### config.mk
export PLATFORM = sky130hd
export DESIGN_NAME = hs_rx_sink
export DESIGN_NICKNAME = d
export VERILOG_FILES = /design/src/rtl/hs_rx_sink.sv
export SDC_FILE = /design/constraint.sdc
export NUM_CORES = 1
export LEC_CHECK = 0
export CAP_MARGIN = 20
export CELL_PAD_IN_SITES_DETAIL_PLACEMENT = 0
export CELL_PAD_IN_SITES_GLOBAL_PLACEMENT = 1
export CORE_ASPECT_RATIO = 1.1
export CORE_MARGIN = 1
export CORE_UTILIZATION = 40
export CTS_CLUSTER_SIZE = 10
export DETAILED_ROUTE_END_ITERATION = 8
export HOLD_SLACK_MARGIN = 0.06
export PLACE_DENSITY = 0.81
export SLEW_MARGIN = 10
export SYNTH_ARGS = -nofsm -noshare
export SYNTH_HDL_FRONTEND = slang
export SYNTH_SLANG_ARGS = --single-unit
### constraint.sdc
create_clock -name clk_a -period 3.3 [get_ports clk_a]
set_input_delay 0.825 -clock clk_a [delete_from_list [all_inputs] [get_ports clk_a]]
set_output_delay 0.825 -clock clk_a [all_outputs]
set_load 0.005 [all_outputs]
### src/rtl/hs_rx_sink.sv
// Four-phase handshake receiver: synchronizes a remote request, captures bundled
// data into a small FIFO and presents it on a valid/ready stream.
module hs_rx_sink #(
    parameter int unsigned DATA_W = 4,
    parameter int unsigned DEPTH  = 4
) (
    input  logic                     clk_a,
    input  logic                     rst_n,
    input  logic                     req_in,
    input  logic [DATA_W-1:0]        data_in,
    output logic                     ack_out,
    output logic [DATA_W-1:0]        out_data,
    output logic                     out_valid,
    input  logic                     out_ready,
    output logic [$clog2(DEPTH):0]   fifo_level,
    output logic [7:0]               rx_count
);

    localparam int unsigned AW = $clog2(DEPTH);
    localparam logic [AW:0] FULL_LVL = (AW+1)'(DEPTH);

    typedef enum logic {
        IDLE,
        HOLD
    } state_t;

    state_t            state_q, state_d;
    logic              req_meta_q, req_s_q;
    logic              ack_q, ack_d;
    logic [AW-1:0]     wr_ptr_q, wr_ptr_d;
    logic [AW-1:0]     rd_ptr_q, rd_ptr_d;
    logic [AW:0]       level_q, level_d;
    logic [7:0]        rx_count_q, rx_count_d;
    logic [DATA_W-1:0] mem_q [DEPTH];
    logic [DATA_W-1:0] mem_d [DEPTH];
    logic              push, pop;

    always_ff @(posedge clk_a or negedge rst_n) begin
        if (!rst_n) begin
            req_meta_q <= 1'b0;
            req_s_q    <= 1'b0;
        end else begin
            req_meta_q <= req_in;
            req_s_q    <= req_meta_q;
        end
    end

    always_ff @(posedge clk_a or negedge rst_n) begin
        if (!rst_n) begin
            state_q <= IDLE;
            ack_q   <= 1'b0;
        end else begin
            state_q <= state_d;
            ack_q   <= ack_d;
        end
    end

    // Fullness uses the registered level, so a same-cycle pop cannot release a stall.
    always_comb begin
        state_d = state_q;
        ack_d   = ack_q;
        push    = 1'b0;
        unique case (state_q)
            IDLE: begin
                if (req_s_q && (level_q != FULL_LVL)) begin
                    push    = 1'b1;
                    ack_d   = 1'b1;
                    state_d = HOLD;
                end
            end
            HOLD: begin
                if (!req_s_q) begin
                    ack_d   = 1'b0;
                    state_d = IDLE;
                end
            end
            default: begin
                ack_d   = 1'b0;
                state_d = IDLE;
            end
        endcase
    end

    assign pop = (level_q != '0) && out_ready;

    always_comb begin
        mem_d      = mem_q;
        wr_ptr_d   = wr_ptr_q;
        rd_ptr_d   = rd_ptr_q;
        rx_count_d = rx_count_q;
        if (push) begin
            mem_d[wr_ptr_q] = data_in;
            wr_ptr_d        = wr_ptr_q + AW'(1);
            rx_count_d      = rx_count_q + 8'd1;
        end
        if (pop) begin
            rd_ptr_d = rd_ptr_q + AW'(1);
        end
        level_d = level_q + (AW+1)'(push) - (AW+1)'(pop);
    end

    always_ff @(posedge clk_a or negedge rst_n) begin
        if (!rst_n) begin
            wr_ptr_q   <= '0;
            rd_ptr_q   <= '0;
            level_q    <= '0;
            rx_count_q <= '0;
            for (int unsigned i = 0; i < DEPTH; i++) begin
                mem_q[i] <= '0;
            end
        end else begin
            wr_ptr_q   <= wr_ptr_d;
            rd_ptr_q   <= rd_ptr_d;
            level_q    <= level_d;
            rx_count_q <= rx_count_d;
            mem_q      <= mem_d;
        end
    end

    assign ack_out    = ack_q;
    assign out_data   = mem_q[rd_ptr_q];
    assign out_valid  = (level_q != '0);
    assign fifo_level = level_q;
    assign rx_count   = rx_count_q;

endmodule

==> results of run 1 <==
[cells in the mapped netlist (all sizes together)]
cell type   n
o31a        1
dfrtp      35
xor2        8
ha          7
nor3b       6
nand3       3
nand4b      1
or3         1
mux4        4
buf         1
clkbuf      2
mux2       18
nor3        4
a21boi      1
nor4        1
xnor2       4
fa          1
nand2b      1
nor2        1
nand2       2
o21ai       2
inv         7
[logic make-up after synthesis]
family                     count (synthesis)
and+or+nand+nor                           20
adders and majority gates                  8
buffers and inverters                     10
muxes                                     22
AOI/OAI and AO/OA                          4
xor gates and xnor gates                  12
DFF                                       35
[critical path, delay by kind of cell, from the launching register on]
family / cells / cell delay [ps]
DFF: 1 / 560
muxes: 1 / 560
buffers and inverters: 1 / 470
[layer usage]
metal / vias up / share of wire (%) / wire length (um) / track usage [%]
met5: - / 0 / 0 / 0
met4: 0 / 0.54 / 15 / 6.105
met3: 2 / 3.7 / 104 / 3.667
met2: 24 / 52 / 1442 / 26.65
met1: 485 / 44 / 1214 / 16.67
li1: 445 / - / - / -
[through the flow]
stage	instance area [um2]	hold slack (ps)	worst slack (ps)
global route	1998	359.9	526.1
finish	1998	349.9	602.3
floorplan	1595	331.2	965.0
detailed placement	1898	337.1	567.2
CTS	1998	351.7	581.0
global placement	1898	342.0	622.3
[cell usage in the layout (no fill, tap or decap), drive strengths merged, types with 4 or more instances in the layout]
cell and instances:
xor2 8, clkdlybuf4s50 24, mux4 4, inv 7
xnor2 4, nor3b 6, nor3 4, dfrtp 35
ha 7, clkbuf 8, mux2 18
[power by group]
group          leakage (uW)  switching, uW  total [uW]  internal, uW
clock network     0.0000515            143         334           190
registers          0.000423            170         789           619
logic              0.000392            244         718           474
total              0.000866            557        1840          1280
[path summary, 6_finish.rpt]
check	startpoint	endpoint	slack [ps]	cells after the start
min	req_meta_q$_DFF_PN0_	req_s_q$_DFF_PN0_	350	0
min reg2reg	req_meta_q$_DFF_PN0_	req_s_q$_DFF_PN0_	350	0
max reg2reg	fifo_level[2]$_DFF_PN0_	fifo_level[2]$_DFF_PN0_	870	11
min in group asynchronous	rst_n	rx_count[7]$_DFFE_PN0P_	960	2
max in group asynchronous	rst_n	mem_q[6]$_DFFE_PN0P_	2030	2
max	rd_ptr_q[0]$_DFFE_PN0P_	out_data[3]	600	2
[flip-flops by register name (all words and copies together), names as in the netlist]
signal and cells:
rd_ptr_q 2, req_meta_q 1, rx_count 8, wr_ptr_q 2, ack_out 1, fifo_level 3, req_s_q 1, mem_q 16
state_q 1
[layout make-up]
cell class              count  area share, %
well taps                  50          3.131
clock buffers               8          5.009
flip-flops and latches     35          43.83
repair buffers             26          12.77
multi-input cells          66          33.94
inverters                   7          1.315
==> reports/metrics.csv, run 1 <==
stage,metric,value,unit
yosys,syn_nets,127,
run,max-cap-violations,0,
route,firstDrtPassIters,4,
final_layout,nets,157,
final_layout,n_fill_cell,340,
final_layout,antenna_cells,0,
clocking,insertion_delay,280,ps
clocking,cts-root-buf,clkbuf_8,
sta,rsz0062_at_grt,false,
pwr,p_per_area,921.0,mW/mm2
yosys,synth_compound_area_share,1.647,%
status,status,finished clean,
pwr,vdd_drop_max,0.0004231,V
yosys,synth_top_area_cell,dfrtp_1,
floorplanning,row_count,23,
critical_path,crit_chain,"mux4_2, clkdlybuf4s50_1",
clocking,postCtsHoldBufs,0,
final_layout,final_cells,192,
final_layout,drive_gt1_share,21.83,%
route,vias_per_cell,4.979,
grt,grt_pass1_vias,1022,
route,drc,0,
yosys,syn_avg_cell_area,14.37,um2
yosys,synthAdderAreaFrac,6.745,%
critical_path,crit_slowest_cell,dfrtp_1,
yosys,ys_seq_elements,35,
yosys,synth_top_family_by_area,multiplexers,
critical_path,setup.worst_path.end_class,primary output,
route,drtAntennaViolNets,0,
critical_path,worst-setup-path-type,reg -> out,
clocking,ctsResizeCount,0,
route,vias,956,
placed_design,port_buffers,24,
floorplanning,die_x,62.22,um
route,wirelength,2777,um
sta,finClkSkew,2.723,ps
yosys,yosys.area_share.simple,9.176,%
placed_design,gp_congestion,0.7318,
sta,worst_slew_pin_slew,454.0,ps
sta,period_needed,2698,ps
sta,setup_viol_count_final,0,
critical_path,worstPathRequired,2470,ps
sta,timing.fmax,0.3707,GHz
sta,slew_violations,0,
clocking,cts_tree,yes,
grt,antenna_found_initial,0,
floorplanning,num_io_pins,25,
clocking,clock_sinks,35,
yosys,yosysTopAreaCellShare,54.90,%
clocking,postCtsSetupRepairBufs,0,
critical_path,setup.worst_path.start_class,flop,
floorplanning,coreArea,0.003741,mm2
yosys,synth.area.mux_share,18.35,%
pwr,p_leak,0.0008664,uW
yosys,synth.area.top_cells,"dfrtp_1, mux2_2, mux4_2",
placed_design,numPlacedInstances,184,
pwr,p_total,1840,uW
grt,gr-total-overflow,0,
sta,hold_viol_final,0,
critical_path,cp.arrival,1870,ps
yosys,yosysUniqueCellTypes,24,
sta,setup_tns,0,ps
final_layout,multi_input_area,678.2,um2
yosys,synthCells,111,
yosys,seq_area_frac_synth,54.90,%
final_layout,final_core_util,53.41,%
yosys,yosys.area_share.xor_xnor,6.588,%
route,wl_per_cell,14.46,um
clocking,cts_max_level,2,
final_layout,syn_to_final_growth,25.26,%
grt,grt_util_all_layers,14.62,%
floorplanning,dieArea,0.004245,mm2
yosys,yosysWarnings,0,
yosys,syn_area,0.001595,mm2
sta,fin_crit_sh,81.75,%
final_layout,seqCellArea,875.8,um2
critical_path,critPathMaxFanout,6,
grt,grt_pass1_wl,4636,um
min_path,hold_class,reg -> reg,
sta,slew_headroom,69.73,%
placed_design,place_hpwl,1982,um
critical_path,max_stage_delay,560,ps
floorplanning,start_util,42.64,%
grt,grt_max_degree,36,
clocking,numCtsBuffers,5,
route,first_iter_violations,31,
floorplanning,die_h,68.24,um
clocking,clkTransAtPathRegs,70,ps
clocking,cts_buffer_depth,2,
Note: power is estimated with default switching activity, not from simulation.
==> run 2, diff against run 1 <==
==> constraint.sdc (replaced) <==
create_clock -name clk_a -period 2.7 [get_ports clk_a]
set_input_delay 0.675 -clock clk_a [delete_from_list [all_inputs] [get_ports clk_a]]
set_output_delay 0.675 -clock clk_a [all_outputs]
set_load 0.005 [all_outputs]
==> reports/metrics.csv, run 2 (synthesis results as in run 1) <==
stage,metric,value,unit,change
critical_path,critPathMaxFanout,6,,unchanged
floorplanning,die_x,62.22,um,unchanged
sta,worst_slew_pin_slew,469.3,ps,+15.26 ps
floorplanning,dieArea,0.004245,mm2,unchanged
pwr,p_leak,0.0008616,uW,-0.55%
pwr,clkPwrFrac,16.1,%,-2.0 points
clocking,cts_buffer_depth,2,,unchanged
final_layout,multi_input_area,678.2,um2,unchanged
sta,holdWs,361.4,ps,+11.50 ps
final_layout,final_common_cell,dfrtp_1,,
pwr,pwr-share-comb,40.0,%,+1.0 points
pwr,seq_power_share,43.9,%,+1.0 points
critical_path,setup.worst_path.end_class,primary output,,
grt,grt_pass1_vias,1072,,+4.9%
clocking,cts-root-buf,clkbuf_8,,
grt,grt_busiest_layer,met2,,
pwr,p_sw,673.4,uW,+21%
final_layout,regMostFlops,mem_q,,
sta,setup_viol_count_final,0,,unchanged
critical_path,worst-setup-path-type,reg -> out,,
critical_path,crit_slowest_cell,mux4_2,,
final_layout,nets,158,,+0.64%
grt,met2_usage,25.14,%,-1.5 points
placed_design,numPlacedInstances,185,,+0.54%
grt,antenna_found_initial,0,,unchanged
critical_path,max_stage_delay,570,ps,about the same
route,vias_per_cell,5.057,,+1.6%
pwr,vdd_drop_max,0.0005858,V,+38%
sta,period_needed,2537,ps,
final_layout,antenna_cells,0,,unchanged
floorplanning,coreArea,0.003741,mm2,unchanged
grt,grt_max_degree,36,,unchanged
critical_path,setup.worst_path.start_class,flop,,
status,status,finished clean,,
clocking,postCtsSetupRepairBufs,0,,unchanged
placed_design,place_ws,90.50,ps,-476.7 ps
clocking,cts_tree,yes,,
grt,gr-usage-met1,17.33,%,+0.66 points
sta,fin_crit_sh,93.95,%,
pwr,p_per_area,1104,mW/mm2,+20%
critical_path,crit_chain,"mux4_2, clkdlybuf4s50_1",,
sta,slew_headroom,68.58,%,-1.2 points
critical_path,worstPathRequired,2030,ps,-440 ps
grt,gr-total-overflow,0,,unchanged
final_layout,drive_gt1_share,21.68,%,-0.15 points
clocking,insertion_delay,280,ps,about the same
min_path,hold_class,reg -> reg,,
sta,timing.fmax,0.3942,GHz,
grt,met3_usage,6.167,%,+2.5 points
route,drtAntennaViolNets,0,,unchanged
sta,hold_viol_final,0,,unchanged
placed_design,port_buffers,24,,unchanged
route,first_iter_violations,30,,-3.2%
sta,slew_violations,0,,unchanged
route,firstDrtPassIters,2,,-2
pwr,swShare,30.70,%,+0.42 points
placed_design,place_hpwl,1961,um,-1.0%
final_layout,syn_to_final_growth,24.55,%,
run,max-cap-violations,0,,unchanged
clocking,cts_max_level,2,,unchanged
final_layout,seqCellArea,875.8,um2,unchanged
pwr,p_total,2194,uW,+19%
clocking,ctsResizeCount,0,,unchanged
sta,final.setup.worst_slack,163.5,ps,-438.8 ps
placed_design,gp_congestion,0.7464,,+2.0%
sta,setup_tns,0,ps,unchanged
clocking,clock_sinks,35,,unchanged
sta,finClkSkew,5.072,ps,+2.349 ps
clocking,clkTransAtPathRegs,60,ps,about the same
route,wl_per_cell,14.06,um,-2.8%
route,drc,0,,unchanged
route,vias,976,,+2.1%
grt,grt_pass1_wl,4781,um,+3.1%
final_layout,mostFrequentLayoutCells,"dfrtp_1, clkdlybuf4s50_1, mux2_2",,
grt,grt_util_all_layers,14.96,%,+0.34 points
route,wirelength,2713,um,-2.3%
pwr,p_int,1520,uW,+18%
floorplanning,start_util,42.64,%,unchanged
final_layout,final_cells,193,,+0.52%
critical_path,cp.arrival,1860,ps,about the same
sta,rsz0062_at_grt,false,,
floorplanning,num_io_pins,25,,unchanged
final_layout,largest_register_ffs,16,,unchanged
clocking,numCtsBuffers,5,,unchanged
clocking,postCtsHoldBufs,0,,unchanged
final_layout,n_fill_cell,323,,-5.0%
floorplanning,row_count,23,,unchanged
floorplanning,die_h,68.24,um,unchanged
-- run 2: cell types whose count changed in the layout (fill, tap and decap cells not counted) --
cell | before | now
buf_4 | 2 | 3
clkinv_2 | 0 | 1
clkbuf_1 | 1 | 2
clkbuf_8 | 7 | 5
-- run 2: power groups by stage --
| stage | Combinational (uW) | Sequential, uW | Clock (uW) |
|---|---|---|---|
| 2_1_floorplan | 534 | 908 | 0 |
| 3_3_place_gp | 861 | 958 | 0 |
| 3_5_place_dp | 894 | 977 | 0 |
| 4_1_cts | 897 | 969 | 363 |
| 5_1_grt | 981 | 999 | 391 |
| 6_report | 878 | 962 | 354 |
-- run 2: cell type report --
type,instances,share of cell area (%)
clock inverters,1,0.2519
multi-input cells,66,34.13
clock buffers,7,3.841
repair buffers,27,13.22
inverters,7,1.322
well taps,50,3.149
flip-flops and latches,35,44.08
-- run 2: path summary, 6_finish.rpt --
path,startpoint,endpoint,slack (ps),depth (start not counted)
worst max register to register,fifo_level[2]$_DFF_PN0_,fifo_level[2]$_DFF_PN0_,430,10
worst min register to register,req_meta_q$_DFF_PN0_,req_s_q$_DFF_PN0_,360,0
worst min-delay path,req_meta_q$_DFF_PN0_,req_s_q$_DFF_PN0_,360,0
max in group asynchronous,rst_n,mem_q[6]$_DFFE_PN0P_,1580,2
min in group asynchronous,rst_n,rx_count[7]$_DFFE_PN0P_,810,2
worst max-delay path,rd_ptr_q[0]$_DFFE_PN0P_,out_data[1],160,2
-- run 2: layer usage --
layer  part of all wire (%)  vias to the layer above
li1                       -                      446
met1                     43                      501
met2                     50                       26
met3                    6.0                        3
met4                   0.59                        0
met5                      0                        -
-- run 2: worst max-delay path, delay by kind of cell, from the launching register on --
kind / cells / cell delay (ps)
DFF: 1 / 560
muxes: 1 / 570
buffers and inverters: 1 / 460
-- run 2: metrics by stage --
step / instance area (um2) / utilization (%)
5_1_grt: 1987 / 53.11
6_report: 1987 / 53.11
2_1_floorplan: 1595 / -
4_1_cts: 1987 / 53.11
3_5_place_dp: 1906 / 50.94
3_3_place_gp: 1906 / 50.94
